## config.mk

```make
export PLATFORM = sky130hd
export DESIGN_NAME = uart_receiver
export DESIGN_NICKNAME = d
export VERILOG_FILES = /design/src/rtl/uart_receiver.sv
export SDC_FILE = /design/constraint.sdc
export NUM_CORES = 1
export LEC_CHECK = 0
export ABC_CLOCK_PERIOD_IN_PS = 8700
export BUFFER_PORTS_ARGS = -buffer_cell sky130_fd_sc_hd__buf_4
export CAP_MARGIN = 10
export CELL_PAD_IN_SITES_DETAIL_PLACEMENT = 0
export CELL_PAD_IN_SITES_GLOBAL_PLACEMENT = 1
export CORE_MARGIN = 2
export CORE_UTILIZATION = 50
export CTS_CLUSTER_SIZE = 16
export DETAILED_ROUTE_END_ITERATION = 10
export PLACE_DENSITY_LB_ADDON = 0.3
export SETUP_SLACK_MARGIN = 0.3
export SYNTH_ARGS = -nofsm -noshare
export SYNTH_HDL_FRONTEND = slang
export SYNTH_SLANG_ARGS = --single-unit
```

## constraint.sdc

```tcl
create_clock -name clk -period 8.7 [get_ports clk]
set_clock_uncertainty 0.2 [all_clocks]
set_input_delay 0.435 -clock clk [delete_from_list [all_inputs] [get_ports clk]]
set_output_delay 0.435 -clock clk [all_outputs]
set_load 0.05 [all_outputs]
```

## src/rtl/uart_receiver.sv

```systemverilog
// 8N1 UART receiver: two-flop synchroniser, mid-bit sampling driven by a bit-period
// counter, and one-cycle valid / framing-error pulses.
module uart_receiver #(
    parameter int CYCLES_PER_BIT = 697394,
    parameter int COUNT_WIDTH    = 24
) (
    input  logic       clk,
    input  logic       r_reset,
    input  logic       i_rx,
    output logic [7:0] o_data,
    output logic       o_valid,
    output logic       o_framing_error,
    output logic       o_busy
);

    localparam int HALF = CYCLES_PER_BIT / 2;
    localparam logic [COUNT_WIDTH-1:0] LAST_CNT = COUNT_WIDTH'(CYCLES_PER_BIT - 1);
    localparam logic [COUNT_WIDTH-1:0] HALF_CNT = COUNT_WIDTH'(HALF - 1);

    typedef enum logic [2:0] {
        IDLE,
        START,
        DATA,
        STOP,
        BREAK
    } state_t;

    state_t                 state_reg;
    logic [COUNT_WIDTH-1:0] counter_reg;
    logic [2:0]             bit_idx_reg;
    logic                   sync1_reg;
    logic                   rx_s;
    logic [7:0]             shift_reg;
    logic [7:0]             shift_next;
    logic                   sample_data;

    assign sample_data = (state_reg == DATA) && (counter_reg == LAST_CNT);

    // Each shift-register bit only loads on the mid-bit sample addressed to it.
    genvar gi;
    generate
        for (gi = 0; gi < 8; gi++) begin : g_shift
            assign shift_next[gi] = (sample_data && (bit_idx_reg == 3'(gi))) ? rx_s : shift_reg[gi];
        end
    endgenerate

    always_ff @(posedge clk) begin
        if (r_reset) begin
            shift_reg <= 8'h00;
        end else begin
            shift_reg <= shift_next;
        end
    end

    always_ff @(posedge clk) begin
        if (r_reset) begin
            sync1_reg       <= 1'b1;
            rx_s            <= 1'b1;
            state_reg       <= IDLE;
            counter_reg     <= '0;
            bit_idx_reg     <= 3'd0;
            o_data          <= 8'h00;
            o_valid         <= 1'b0;
            o_framing_error <= 1'b0;
            o_busy          <= 1'b0;
        end else begin
            sync1_reg       <= i_rx;
            rx_s            <= sync1_reg;
            o_valid         <= 1'b0;
            o_framing_error <= 1'b0;
            case (state_reg)
                IDLE: begin
                    counter_reg <= '0;
                    if (!rx_s) begin
                        state_reg <= START;
                        o_busy    <= 1'b1;
                    end
                end
                START: begin
                    if (counter_reg == HALF_CNT) begin
                        counter_reg <= '0;
                        if (!rx_s) begin
                            state_reg   <= DATA;
                            bit_idx_reg <= 3'd0;
                        end else begin
                            // Start bit did not survive to mid-bit: treat as line noise.
                            state_reg <= IDLE;
                            o_busy    <= 1'b0;
                        end
                    end else begin
                        counter_reg <= counter_reg + COUNT_WIDTH'(1);
                    end
                end
                DATA: begin
                    if (counter_reg == LAST_CNT) begin
                        counter_reg <= '0;
                        bit_idx_reg <= bit_idx_reg + 3'd1;
                        if (bit_idx_reg == 3'd7) begin
                            state_reg <= STOP;
                        end
                    end else begin
                        counter_reg <= counter_reg + COUNT_WIDTH'(1);
                    end
                end
                STOP: begin
                    if (counter_reg == LAST_CNT) begin
                        counter_reg <= '0;
                        if (rx_s) begin
                            o_data    <= shift_reg;
                            o_valid   <= 1'b1;
                            state_reg <= IDLE;
                            o_busy    <= 1'b0;
                        end else begin
                            o_framing_error <= 1'b1;
                            state_reg       <= BREAK;
                        end
                    end else begin
                        counter_reg <= counter_reg + COUNT_WIDTH'(1);
                    end
                end
                BREAK: begin
                    // Wait for the line to recover so a held-low line cannot re-trigger.
                    counter_reg <= '0;
                    if (rx_s) begin
                        state_reg <= IDLE;
                        o_busy    <= 1'b0;
                    end
                end
                default: begin
                    state_reg   <= IDLE;
                    counter_reg <= '0;
                    o_busy      <= 1'b0;
                end
            endcase
        end
    end

endmodule
```

[After elaboration in Yosys (flattened, before gate mapping)]
Cells that the tools add are included.
Cells by class
  multiplexer cells: 23
  bitwise operators: 3
  divide/modulo/power cells: 0
  multiply operators: 0
  equal/unequal tests: 20
  shift operators: 0
  magnitude comparators: 0
  reductions and logical operators: 18
  $add $sub $neg: 2
Operators with widths (count)
  $mux W24: 2
  $pmux W24 S2: 1
  $mux W3: 10
  $add A24 B1 Y24 const B: 1
  $eq A24 B19 Y1 const B: 1
  $eq A24 B20 Y1 const B: 1
  $eq A3 B3 Y1 const B: 5
  $pmux W3 S5: 1
  $eq A3 B2 Y1 const B: 4
  $ne A2 B2 Y1 const B: 5
  $logic_and A1 B1 Y1: 9
  $reduce_and A4 Y1: 2
  $eq A3 B1 Y1 const B: 2
  $logic_not A3 Y1: 2
  $mux W1: 6
  $pmux W3 S2: 1
  $reduce_and A6 Y1: 1
  $pmux W1 S5: 1
  $ne A2 B1 Y1 const B: 2
  $add A3 B1 Y3 const B: 1
  $not A1 Y1: 3
  $reduce_and A3 Y1: 1
  $reduce_or A3 Y1: 1
  $mux W2: 1
  other kinds (2): 2
Storage, ports and cells
  memories kept: 0
  logic and storage cells: 83
  output and inout port bits: 11
  ROM bits: 0
  bits in writable memories: 0
  register bits: 51
  latch bits: 0

[Longest topological paths before layout]
Gate-level depths: netlist of the first run.
  depth in word-level cells: 4
  mapped depth: 8
  gate-level depth less buffers: 7

[Worst setup path before layout of the first run]
OpenSTA, ideal clock, no wires.
  path kind: flip-flop to flip-flop
  start point: register counter_reg[2]
  end point: register bit_idx_reg[2]
  stages on the path, launching flop included: 6
  setup time: 87 ps
  path slack: 5964 ps
  period minus slack after synthesis: 2736 ps
  data arrival time: 2449 ps
  required time: 8413 ps
  path through: dfxtp_1 or4b_4 or4b_4 or4_4 or4_1 o31ai_1
On the way
  longest elaborated chain between the ends: 3
Ends and longest elaborated chain
  start, declared: RTL line 29  | logic [COUNT_WIDTH-1:0] counter_reg;
  start signal, assigned: RTL line 91  | counter_reg <= counter_reg + COUNT_WIDTH'(1);
  start signal, assigned: RTL line 102  | counter_reg <= counter_reg + COUNT_WIDTH'(1);
  start signal, assigned: RTL line 118  | counter_reg <= counter_reg + COUNT_WIDTH'(1);
  $eq A24 B20 Y1 / $eq A24 B19 Y1 (equally long branches): RTL line 95, 80
  $ne A2 B1 Y1 (no line) / $ne A2 B2 Y1 (equally long branches)
  $reduce_and A4 Y1 (no line) (*)
  end signal, assigned: RTL line 97  | bit_idx_reg <= bit_idx_reg + 3'd1;
  end, declared: RTL line 30  | logic [2:0] bit_idx_reg;
Every way passes the cells marked *; elsewhere a longest branch is shown, timed or not.
A chain may end at the register's enable or synchronous reset.

[Final worst setup path of the first run]
  start point: register counter_reg[11]
  end point: register shift_reg[2]
On the way
  longest elaborated chain between the ends: 3
Ends and longest elaborated chain
  $eq A24 B20 Y1: RTL line 37  | assign sample_data = (state_reg == DATA) && (counter_reg == LAST_CNT);
  $logic_and A1 B1 Y1: RTL line 37
  $logic_and A1 B1 Y1: RTL line 43  | assign shift_next[gi] = (sample_data && (bit_idx_reg == 3'(gi))) ? rx_s : shift_reg[gi];
  end signal, assigned: RTL line 51  | shift_reg <= shift_next;
  end, declared: RTL line 33  | logic [7:0] shift_reg;
Every way passes these cells.

==> summary.txt, run 1 <==
Outcome
  – Run status: completed

STA
  – Max Slew Vio Count: 0
  – Worst Tran Pin Value: about 1.1 ns
  – TNS Setup: 0 ns
  – Setup Viol. Count Final: 0
  – Period utilization: 33.83%
  – Final hold violations: 0
  – Minimum clock period: ~2.9 ns
  – Post-layout worst setup margin: around 5.8 ns
  – RSZ-0062 raised after global routing: no
  – Relative slew slack: between 20 and 25%
  – Fmax: ~340 MHz

Clock tree
  – CTS Hold Bufs: 0
  – CTS resizes: 0
  – TritonCTS clock tree: yes
  – Num CTS Buffers: 5
  – Htree depth: 2
  – Clk root buf: clkbuf_8
  – Post-CTS Setup Repair Bufs: 0
  – Clk slew on worst S/H paths: ~0.090 ns
  – Total clock sinks: around 50
  – Skew-Pair Late Insertion Delay: ~0.30 ns
  – Clk buf depth: 2

Yosys
  – Syn Nets: ~300
  – Synth Cell Area: 2524 um2
  – Count leader, synth: dfxtp_1
  – Yosys top cell area share: roughly two fifths
  – Cells after synthesis: 281
  – Synth cell types: 45
  – Most frequent cells after synthesis: dfxtp_1, nor2_1, xor2_1
  – Top FF cell, synth: dfxtp_1
  – Post-synth EDFFs: 0
  – Post-synthesis sequential area ratio: about two fifths
  – Syn Area/Cell: 8.981 um2
  – Top cells by area, synth: dfxtp_1, mux2i_1, nor2_1
  – Leading area contributor after synthesis: dfxtp_1
  – Share of synthesized registers carrying an async set or reset: 0%
  – Synth Register Bits: approximately 50
  – Yosys Warn Count: 0

Route
  – Iter 0 DRT Violations: ~140
  – Via Count: roughly 1900
  – DRC violations left: 0
  – Routed wire per std cell: between 10 and 15 um
  – DRT antenna net count: 0
  – Drt via density: around 5.4
  – First drt pass iteration count: 4
  – Post-Route WL: around 4.7 mm

Final layout
  – Layout area overhead: 10.01%
  – Max reg flops: 24
  – Share of layout cells above drive strength 1: a little under an eighth
  – Antenna diodes: 0
  – Fin nets: 300
  – Sequential Area: slightly above 1000 um2
  – Area of the multi-input gates: 1408 um2
  – Fill cells: roughly 460

Floorplanning
  – I/O pin count: 14
  – Die H: approximately 75 um
  – Rows: 25
  – Core Area: 4786 um2
  – Initial Util: between 50 and 60%
  – Die area: between 5000 and 6000 um2
  – Die X-Extent: between 70 and 80 um

Pwr
  – Seq pwr share: ~54%
  – VDD IR max: roughly 100 uV
  – Internal: about 0.00035 W
  – Power Dens Cells: 156.6 nW/um2
  – Combinational power share: 2.2%
  – Psw: 0.00008195 W
  – Overall power: approximately 0.00043 W
  – Sw frac: approximately a fifth
  – Clk pwr share: approximately 44%
  – Leakage: 0.8888 nW

GRT
  – First-pass GRT wire length: 8.190 mm
  – Overall routing resource usage: roughly a fifth
  – Largest net degree at the start of global routing: 29
  – Gr ovfl total: 0
  – Vias in the first global route: 1738
  – Initial antenna violation count: 0

Setup path
  – CP max FO: 8
  – Critical Path RT: approximately 8.7 ns
  – Critical Path AT: 2.98 ns
  – Setup Crit Path Kind: reg2reg
  – Crit. End Element: flip-flop
  – Crit start category: flip-flop

Place
  – GP Congestion: about 0.85
  – IO Port Bufs: 13
  – Hpwl dp: between 3 and 4 mm
  – Post-placement worst setup slack: approximately 5.8 ns

Flow run
  – Max cap viols: 0

Worst hold path
  – HP Class: in2reg
## cell type report
type / count / area share [%]
well taps: 67 / 3.019
flip-flops and latches: 51 / 36.77
clock inverters: 2 / 2.163
multi-input cells: 209 / 50.70
clock buffers: 6 / 2.614
inverters: 7 / 0.9464
repair buffers: 14 / 3.785
## power groups by stage
stage | registers (W) | clock network [W] | logic [W]
after floorplan | 0.000241 | 0 | 0.00000792
after global placement | 0.000241 | 0 | 0.00000972
after detailed placement | 0.000241 | 0 | 0.00000973
after CTS | 0.000236 | 0.000195 | 0.00000976
after global routing | 0.000236 | 0.000204 | 0.0000108
final | 0.000236 | 0.000189 | 0.00000960
## worst paths after layout
path,start,end,slack (ns),cells past startpoint
worst max register to register,counter_reg[11],shift_reg[2],5.76,5
worst min register to register,sync1_reg,rx_s,0.21,1
worst min-delay path,i_rx,sync1_reg,0.11,2
worst max-delay path,counter_reg[11],shift_reg[2],5.76,5
## cell usage in the layout (no fill, tap or decap), types with 2 or more instances in the layout
master	netlist	routed
dfxtp_1	51	51
nor2_1	42	42
xor2_1	18	18
nand2_1	17	17
mux2i_1	16	16
nand3_1	14	14
buf_4	1	14
nand2b_1	12	12
nand4_1	10	10
ha_1	9	9
nor4b_1	8	8
inv_1	7	7
nor4_1	5	5
o21ai_0	5	5
nor2b_1	5	5
xnor2_1	5	5
clkbuf_8	0	5
or4_1	4	4
nor3b_1	4	4
nor3_1	4	4
or4bb_1	3	3
and2_1	3	3
or4b_4	2	2
or4b_2	2	2
a211oi_1	2	2
or3_2	2	2
o31ai_1	2	2
or2_2	2	2
bufinv_16	0	2
## layer usage
layer	track usage, %	part of all wire [%]	up-vias
met3	4.016	3.3	10
met5	0	0	-
met2	30.31	46	31
li1	-	-	989
met4	7.738	1.9	0
met1	24.63	48	887
## stage by stage
step | hold slack, ns | area, um2 | utilization, % | cells
3_5_place_dp | 0.1941 | 2644 | 55.24 | 348
2_1_floorplan | 0.1895 | 2524 | - | 281
4_1_cts | 0.1039 | 2776 | 58.01 | 356
6_report | 0.1102 | 2776 | 58.01 | 356
5_1_grt | 0.1072 | 2776 | 58.01 | 356
3_3_place_gp | 0.1959 | 2644 | 55.24 | 348
## critical path: stages (launching register included)
cell and delay, ns:
dfxtp_1 0.37, nor4_1 0.63, nand4_1 0.26, or4_1 0.70, nor4b_1 0.49, mux2i_1 0.23
## cells by family (layout without fill, tap and decap cells)
kind of cell | Yosys count | count (layout) | synth area share, %
adders and majority gates | 9 | 9 | 4.462
xor gates and xnor gates | 23 | 23 | 7.982
and+or+nand+nor | 145 | 145 | 32.62
DFF | 51 | 51 | 40.46
AOI/OAI and AO/OA | 16 | 16 | 4.363
buffers and inverters | 21 | 29 | 3.768
muxes | 16 | 16 | 6.346
No activity file was read; power rests on OpenSTA's default activity.
==> inputs of run 2 (changes only) <==
--- a/config.mk
+++ b/config.mk
@@ -5,13 +5,13 @@
 export SDC_FILE = /design/constraint.sdc
 export NUM_CORES = 1
 export LEC_CHECK = 0
-export ABC_CLOCK_PERIOD_IN_PS = 8700
+export ABC_CLOCK_PERIOD_IN_PS = 2700
 export BUFFER_PORTS_ARGS = -buffer_cell sky130_fd_sc_hd__buf_4
 export CAP_MARGIN = 10
 export CELL_PAD_IN_SITES_DETAIL_PLACEMENT = 0
 export CELL_PAD_IN_SITES_GLOBAL_PLACEMENT = 1
 export CORE_MARGIN = 2
-export CORE_UTILIZATION = 50
+export CORE_UTILIZATION = 42
 export CTS_CLUSTER_SIZE = 16
 export DETAILED_ROUTE_END_ITERATION = 10
 export PLACE_DENSITY_LB_ADDON = 0.3
==> constraint.sdc (replaced) <==
create_clock -name clk -period 2.7 [get_ports clk]
set_clock_uncertainty 0.2 [all_clocks]
set_input_delay 0.135 -clock clk [delete_from_list [all_inputs] [get_ports clk]]
set_output_delay 0.135 -clock clk [all_outputs]
set_load 0.05 [all_outputs]
==> summary.txt, run 2 (synthesis results as in run 1) <==
GRT
  – First-pass GRT wire length: 9.549 mm
  – Initial antenna violation count: 0
  – Overall routing resource usage: a little under a fifth
  – Vias in the first global route: just over 2000
  – Largest net degree at the start of global routing: 29
  – Gr ovfl total: 0

Setup path
  – Slowest-stage cell, CP: or4b_4
  – Setup Crit Path Kind: reg2reg
  – Crit start category: flip-flop
  – CP max FO: 2
  – Reg2reg path depth: 5
  – Flop-to-flop setup slack: around 0.066 ns
  – Crit. End Element: flip-flop
  – Critical Path RT: approximately 2.7 ns
  – Critical Path AT: 2.66 ns
  – Reg2reg start: counter_reg[2]
  – FF-to-FF End: bit_idx_reg[2]
  – CP peak stage delay: 0.56 ns
  – CP Cell Sequence: or4b_4 > or4b_4 > or4_4 > or4_4 > o31ai_2

Floorplanning
  – Rows: 28
  – Die X-Extent: between 80 and 90 um
  – Die area: about 6600 um2
  – I/O pin count: 14
  – Initial Util: a little over two fifths
  – Core Area: 5851 um2
  – Die H: between 80 and 90 um

Final layout
  – Commonest non-fill, non-tap cell in the layout: dfxtp_1
  – Sequential Area: about 1000 um2
  – Fill cells: 520
  – Final Cell Area: approximately 3400 um2
  – Fin nets: 330
  – Share of layout cells above drive strength 1: about 36%
  – Area of the multi-input gates: between 1500 and 2000 um2
  – Max reg flops: 24
  – Antenna diodes: 0
  – Most frequent cells in the layout: dfxtp_1, buf_4, nor2_1
  – Layout area overhead: 34.41%

Worst hold path
  – Hold path start: sync1_reg
  – HP Class: reg2reg
  – Hold EP: rx_s
  – Worst Hold Path Cells: 1

Route
  – Top sig layer: met4
  – Iter 0 DRT Violations: 74
  – Drt via density: approximately 5.3
  – DRT antenna net count: 0
  – Routed wire per std cell: about 15 um
  – Routed length on met3: roughly 130 um
  – First drt pass iteration count: 6
  – Via Count: between 2000 and 2500
  – DRT met1 WL: around 2.7 mm
  – DRC violations left: 0
  – Post-Route WL: roughly 5.8 mm
  – Met2 wire length: just under 3 mm

STA
  – Max Slew Vio Count: 0
  – Period utilization: a little over nine tenths
  – TNS Setup: 0 ns
  – Relative slew slack: between 50% and 60%
  – Minimum clock period: roughly 2.6 ns
  – Setup Viol. Count Final: 0
  – Final hold violations: 0
  – Worst Tran Pin Value: 0.6351 ns
  – RSZ-0062 raised after global routing: yes
  – Fmax: between 300 and 400 MHz
  – Hold Slack: around 0.22 ns

Pwr
  – VDD IR max: 231.4 uV
  – Leakage: between 1 and 1.5 nW
  – Power Dens Cells: roughly 400 nW/um2

Clock tree
  – Htree depth: 2
  – Clk buf depth: 2
  – Clk slew on worst S/H paths: about 0.10 ns
  – Skew-Pair Late Insertion Delay: about 0.31 ns
  – Clk root buf: clkbuf_8
  – Total clock sinks: 51
  – TritonCTS clock tree: yes
  – Num CTS Buffers: 5

Outcome
  – Run status: completed

Place
  – GP Congestion: slightly above 0.8
  – Hpwl dp: 3.732 mm
  – IO Port Bufs: 13
  – Area after DPL: 2888 um2

Flow run
  – Max cap viols: 0
-- run 2: cell types whose count changed in the layout (fill, tap and decap cells not counted), moves of 3 or more --
cell and delta:
dfxtp_1 -10, nor4b_2 +5, or4_4 +4, nor2_2 +17, or4_1 -3, nor4b_1 -8, nor2_1 -17, dfxtp_4 +3
nor4b_4 +3, buf_4 +16, buf_12 +3, buf_6 +6, dfxtp_2 +7
-- run 2: layer usage --
layer | track usage (%) | vias up
li1 | - | 1049
met1 | 22.39 | 1011
met2 | 32.87 | 21
met3 | 3.956 | 13
met4 | 5.424 | 0
met5 | 0 | -
-- run 2: repair_timing --
action / in CTS / in global routing
hold buffers: 2 / 0
resized for setup: 20 / 36
gates cloned: 1 / 2
setup endpoints to repair: 40 / 40
setup buffers: 8 / 2
endpoints found under the hold margin: 9 / 0
pin swaps: 9 / 11
-- run 2: power by group --
part | switching, W | leakage, nW | internal, W | total (W)
logic | 0.0000274 | 0.661 | 0.0000268 | 0.0000543
clock network | 0.000256 | 0.0612 | 0.000300 | 0.000556
registers | 0.00000464 | 0.417 | 0.000752 | 0.000757
-- run 2: metrics by stage --
| stage | setup slack (ns) | std cells | power, W | util [%] |
|---|---|---|---|---|
| after global routing | 0.01939 | 394 | 0.001413 | 57.98 |
| after global placement | 0.07088 | 371 | 0.0008111 | 49.36 |
| final | 0.06607 | 394 | 0.001367 | 57.98 |
| after detailed placement | 0.03165 | 371 | 0.0008116 | 49.36 |
| after CTS | 0.08689 | 390 | 0.001368 | 54.90 |
| after floorplan | 0.05010 | 281 | 0.0008044 | - |
-- run 2: cell type report --
class,instances,area share (%)
inverters,7,0.8484
clock buffers,6,2.435
clock inverters,2,1.033
flip-flops and latches,51,30.69
repair buffers,44,13.28
multi-input cells,209,48.95
well taps,75,2.767
-- run 2: critical path: cells and delay by family (launching register included) --
family / cells / cell delay (ns)
AND/OR/NAND/NOR: 4 / 1.97
flip-flops: 1 / 0.33
AO/OA/AOI/OAI: 1 / 0.07
-- run 2: worst max-delay path by stage --
stage,from,to,slack [ns],depth (start not counted)
detailed placement,counter_reg[1],bit_idx_reg[2],0.03,7
floorplan,counter_reg[2],bit_idx_reg[2],0.05,5
finish,counter_reg[2],bit_idx_reg[2],0.07,5
CTS,counter_reg[1],bit_idx_reg[2],0.09,7
global placement,counter_reg[1],bit_idx_reg[2],0.07,7
global route,counter_reg[1],bit_idx_reg[2],0.02,7
==> inputs of run 3 (changes only) <==
--- a/config.mk
+++ b/config.mk
@@ -10,12 +10,15 @@
 export CAP_MARGIN = 10
 export CELL_PAD_IN_SITES_DETAIL_PLACEMENT = 0
 export CELL_PAD_IN_SITES_GLOBAL_PLACEMENT = 1
+export CORE_ASPECT_RATIO = 0.8
 export CORE_MARGIN = 2
 export CORE_UTILIZATION = 42
+export CTS_CLUSTER_DIAMETER = 40
 export CTS_CLUSTER_SIZE = 16
 export DETAILED_ROUTE_END_ITERATION = 10
 export PLACE_DENSITY_LB_ADDON = 0.3
 export SETUP_SLACK_MARGIN = 0.3
+export SKIP_CTS_REPAIR_TIMING = 1
 export SYNTH_ARGS = -nofsm -noshare
 export SYNTH_HDL_FRONTEND = slang
 export SYNTH_SLANG_ARGS = --single-unit
==> summary.txt, run 3 (synthesis results as in run 1) <==
Outcome
  – Run status: completed

Final layout
  – Post-Route Utilization: between 50% and 60%
  – Non-filler instance count after layout: between 400 and 500
  – Antenna diodes: 0
  – Layout area overhead: 37.83%
  – Max reg flops: 24
  – Commonest non-fill, non-tap cell in the layout: dfxtp_1
  – Most frequent cells in the layout: dfxtp_1, buf_4, nor2_1
  – Share of layout cells above drive strength 1: about 36%
  – Fill cells: 514
  – Fin nets: approximately 330

Route
  – DRT antenna net count: 0
  – Via Count: about 2100
  – Iter 0 DRT Violations: 106
  – Post-Route WL: about 5.9 mm
  – Drt via density: about 5.2
  – First drt pass iteration count: 4
  – DRC violations left: 0
  – Routed wire per std cell: 14.67 um

Place
  – IO Port Bufs: 13
  – Hpwl dp: between 3 and 4 mm
  – GP Congestion: 0.7809
  – Post-Place Cells: 382

STA
  – Minimum clock period: approximately 2.7 ns
  – Period utilization: 98.99%
  – Final hold violations: 0
  – Fmax: approximately 370 MHz
  – Hold Slack: 0.2177 ns
  – Relative slew slack: between 50% and 60%
  – Setup Viol. Count Final: 0
  – RSZ-0062 raised after global routing: yes
  – TNS Setup: 0 ns
  – Max Slew Vio Count: 0
  – Worst Tran Pin Value: between 0.6 and 0.7 ns

Floorplanning
  – Die X-Extent: between 90 and 100 um
  – Core Area: between 5000 and 6000 um2
  – Die area: between 6000 and 7000 um2
  – Rows: 25
  – Initial Util: between 40 and 50%
  – Die H: about 73 um
  – I/O pin count: 14

Setup path
  – Crit. End Element: flip-flop
  – Critical Path RT: roughly 2.7 ns
  – FF-to-FF End: bit_idx_reg[2]
  – Reg2reg path depth: 7
  – Setup Crit Path Kind: reg2reg
  – Flop-to-flop setup slack: roughly 0.027 ns
  – Critical Path AT: approximately 2.7 ns
  – Reg2reg start: counter_reg[1]
  – Crit start category: flip-flop
  – CP max FO: 3

GRT
  – Largest net degree at the start of global routing: 29
  – Gr ovfl total: 0
  – First-pass GRT wire length: 8.976 mm
  – Initial antenna violation count: 0
  – Vias in the first global route: 1833
  – Overall routing resource usage: 17.10%

Clock tree
  – Total clock sinks: a little over 50
  – Clk buf depth: 2
  – TritonCTS clock tree: yes
  – Htree depth: 2
  – Clk slew on worst S/H paths: about 0.10 ns
  – Clk root buf: clkbuf_8
  – Num CTS Buffers: 5
  – Skew-Pair Late Insertion Delay: about 0.31 ns

Flow run
  – Max cap viols: 0

Worst hold path
  – HP Class: reg2reg
  – Hold EP: rx_s
  – Worst Hold Path Cells: 1
  – Hold path start: sync1_reg

Pwr
  – Power Dens Cells: 409.6 nW/um2
  – Leakage: around 1.1 nW
  – VDD IR max: between 200 and 250 uV
[run 3: power by group]
part | internal, W | switching, W | leakage, nW
sequential | 0.000754 | 0.00000494 | 0.417
combinational | 0.0000260 | 0.0000301 | 0.648
clock | 0.000333 | 0.000276 | 0.0626
total | 0.00111 | 0.000312 | 1.13
[run 3: worst max-delay path: stages, from the launching register on]
cell     delay, ns
dfxtp_2       0.34
inv_2         0.07
ha_4          0.12
or4bb_1       0.42
or3_4         0.38
or4_4         0.56
or4_4         0.42
o31ai_1       0.07
[run 3: through the flow]
step	area, um2	setup slack, ns	power, W
6_report	3478	0.02731	0.001425
5_1_grt	3478	-0.01841	0.001466
4_1_cts	3064	0.02379	0.001409
3_5_place_dp	2933	0.05670	0.0008128
3_3_place_gp	2933	0.07230	0.0008126
2_1_floorplan	2660	0.05010	0.0008044
[run 3: layout make-up]
| class | instances | area (um2) | share of cell area, % |
|---|---|---|---|
| repair buffers | 47 | 451.7 | 12.99 |
| flip-flops and latches | 51 | 1036 | 29.78 |
| clock inverters | 2 | 37.54 | 1.079 |
| well taps | 81 | 101.3 | 2.914 |
| clock buffers | 6 | 93.84 | 2.698 |
| inverters | 7 | 28.78 | 0.8273 |
| multi-input cells | 209 | 1729 | 49.71 |
[run 3: how the worst max path moves through the flow]
stage	startpoint	to	slack, ns
4_1_cts	counter_reg[1]	bit_idx_reg[2]	0.02
2_1_floorplan	counter_reg[2]	bit_idx_reg[2]	0.05
3_3_place_gp	counter_reg[1]	bit_idx_reg[2]	0.07
5_1_grt	counter_reg[1]	bit_idx_reg[2]	-0.02
3_5_place_dp	counter_reg[1]	bit_idx_reg[2]	0.06
6_report	counter_reg[1]	bit_idx_reg[2]	0.03
[run 3: metal layers]
layer	global-route usage (%)	share of wire [%]	routed length, um
met2	23.80	42	2497
met1	26.23	53	3137
met5	0	0	0
met4	5.641	1.2	72
met3	3.385	3.5	205
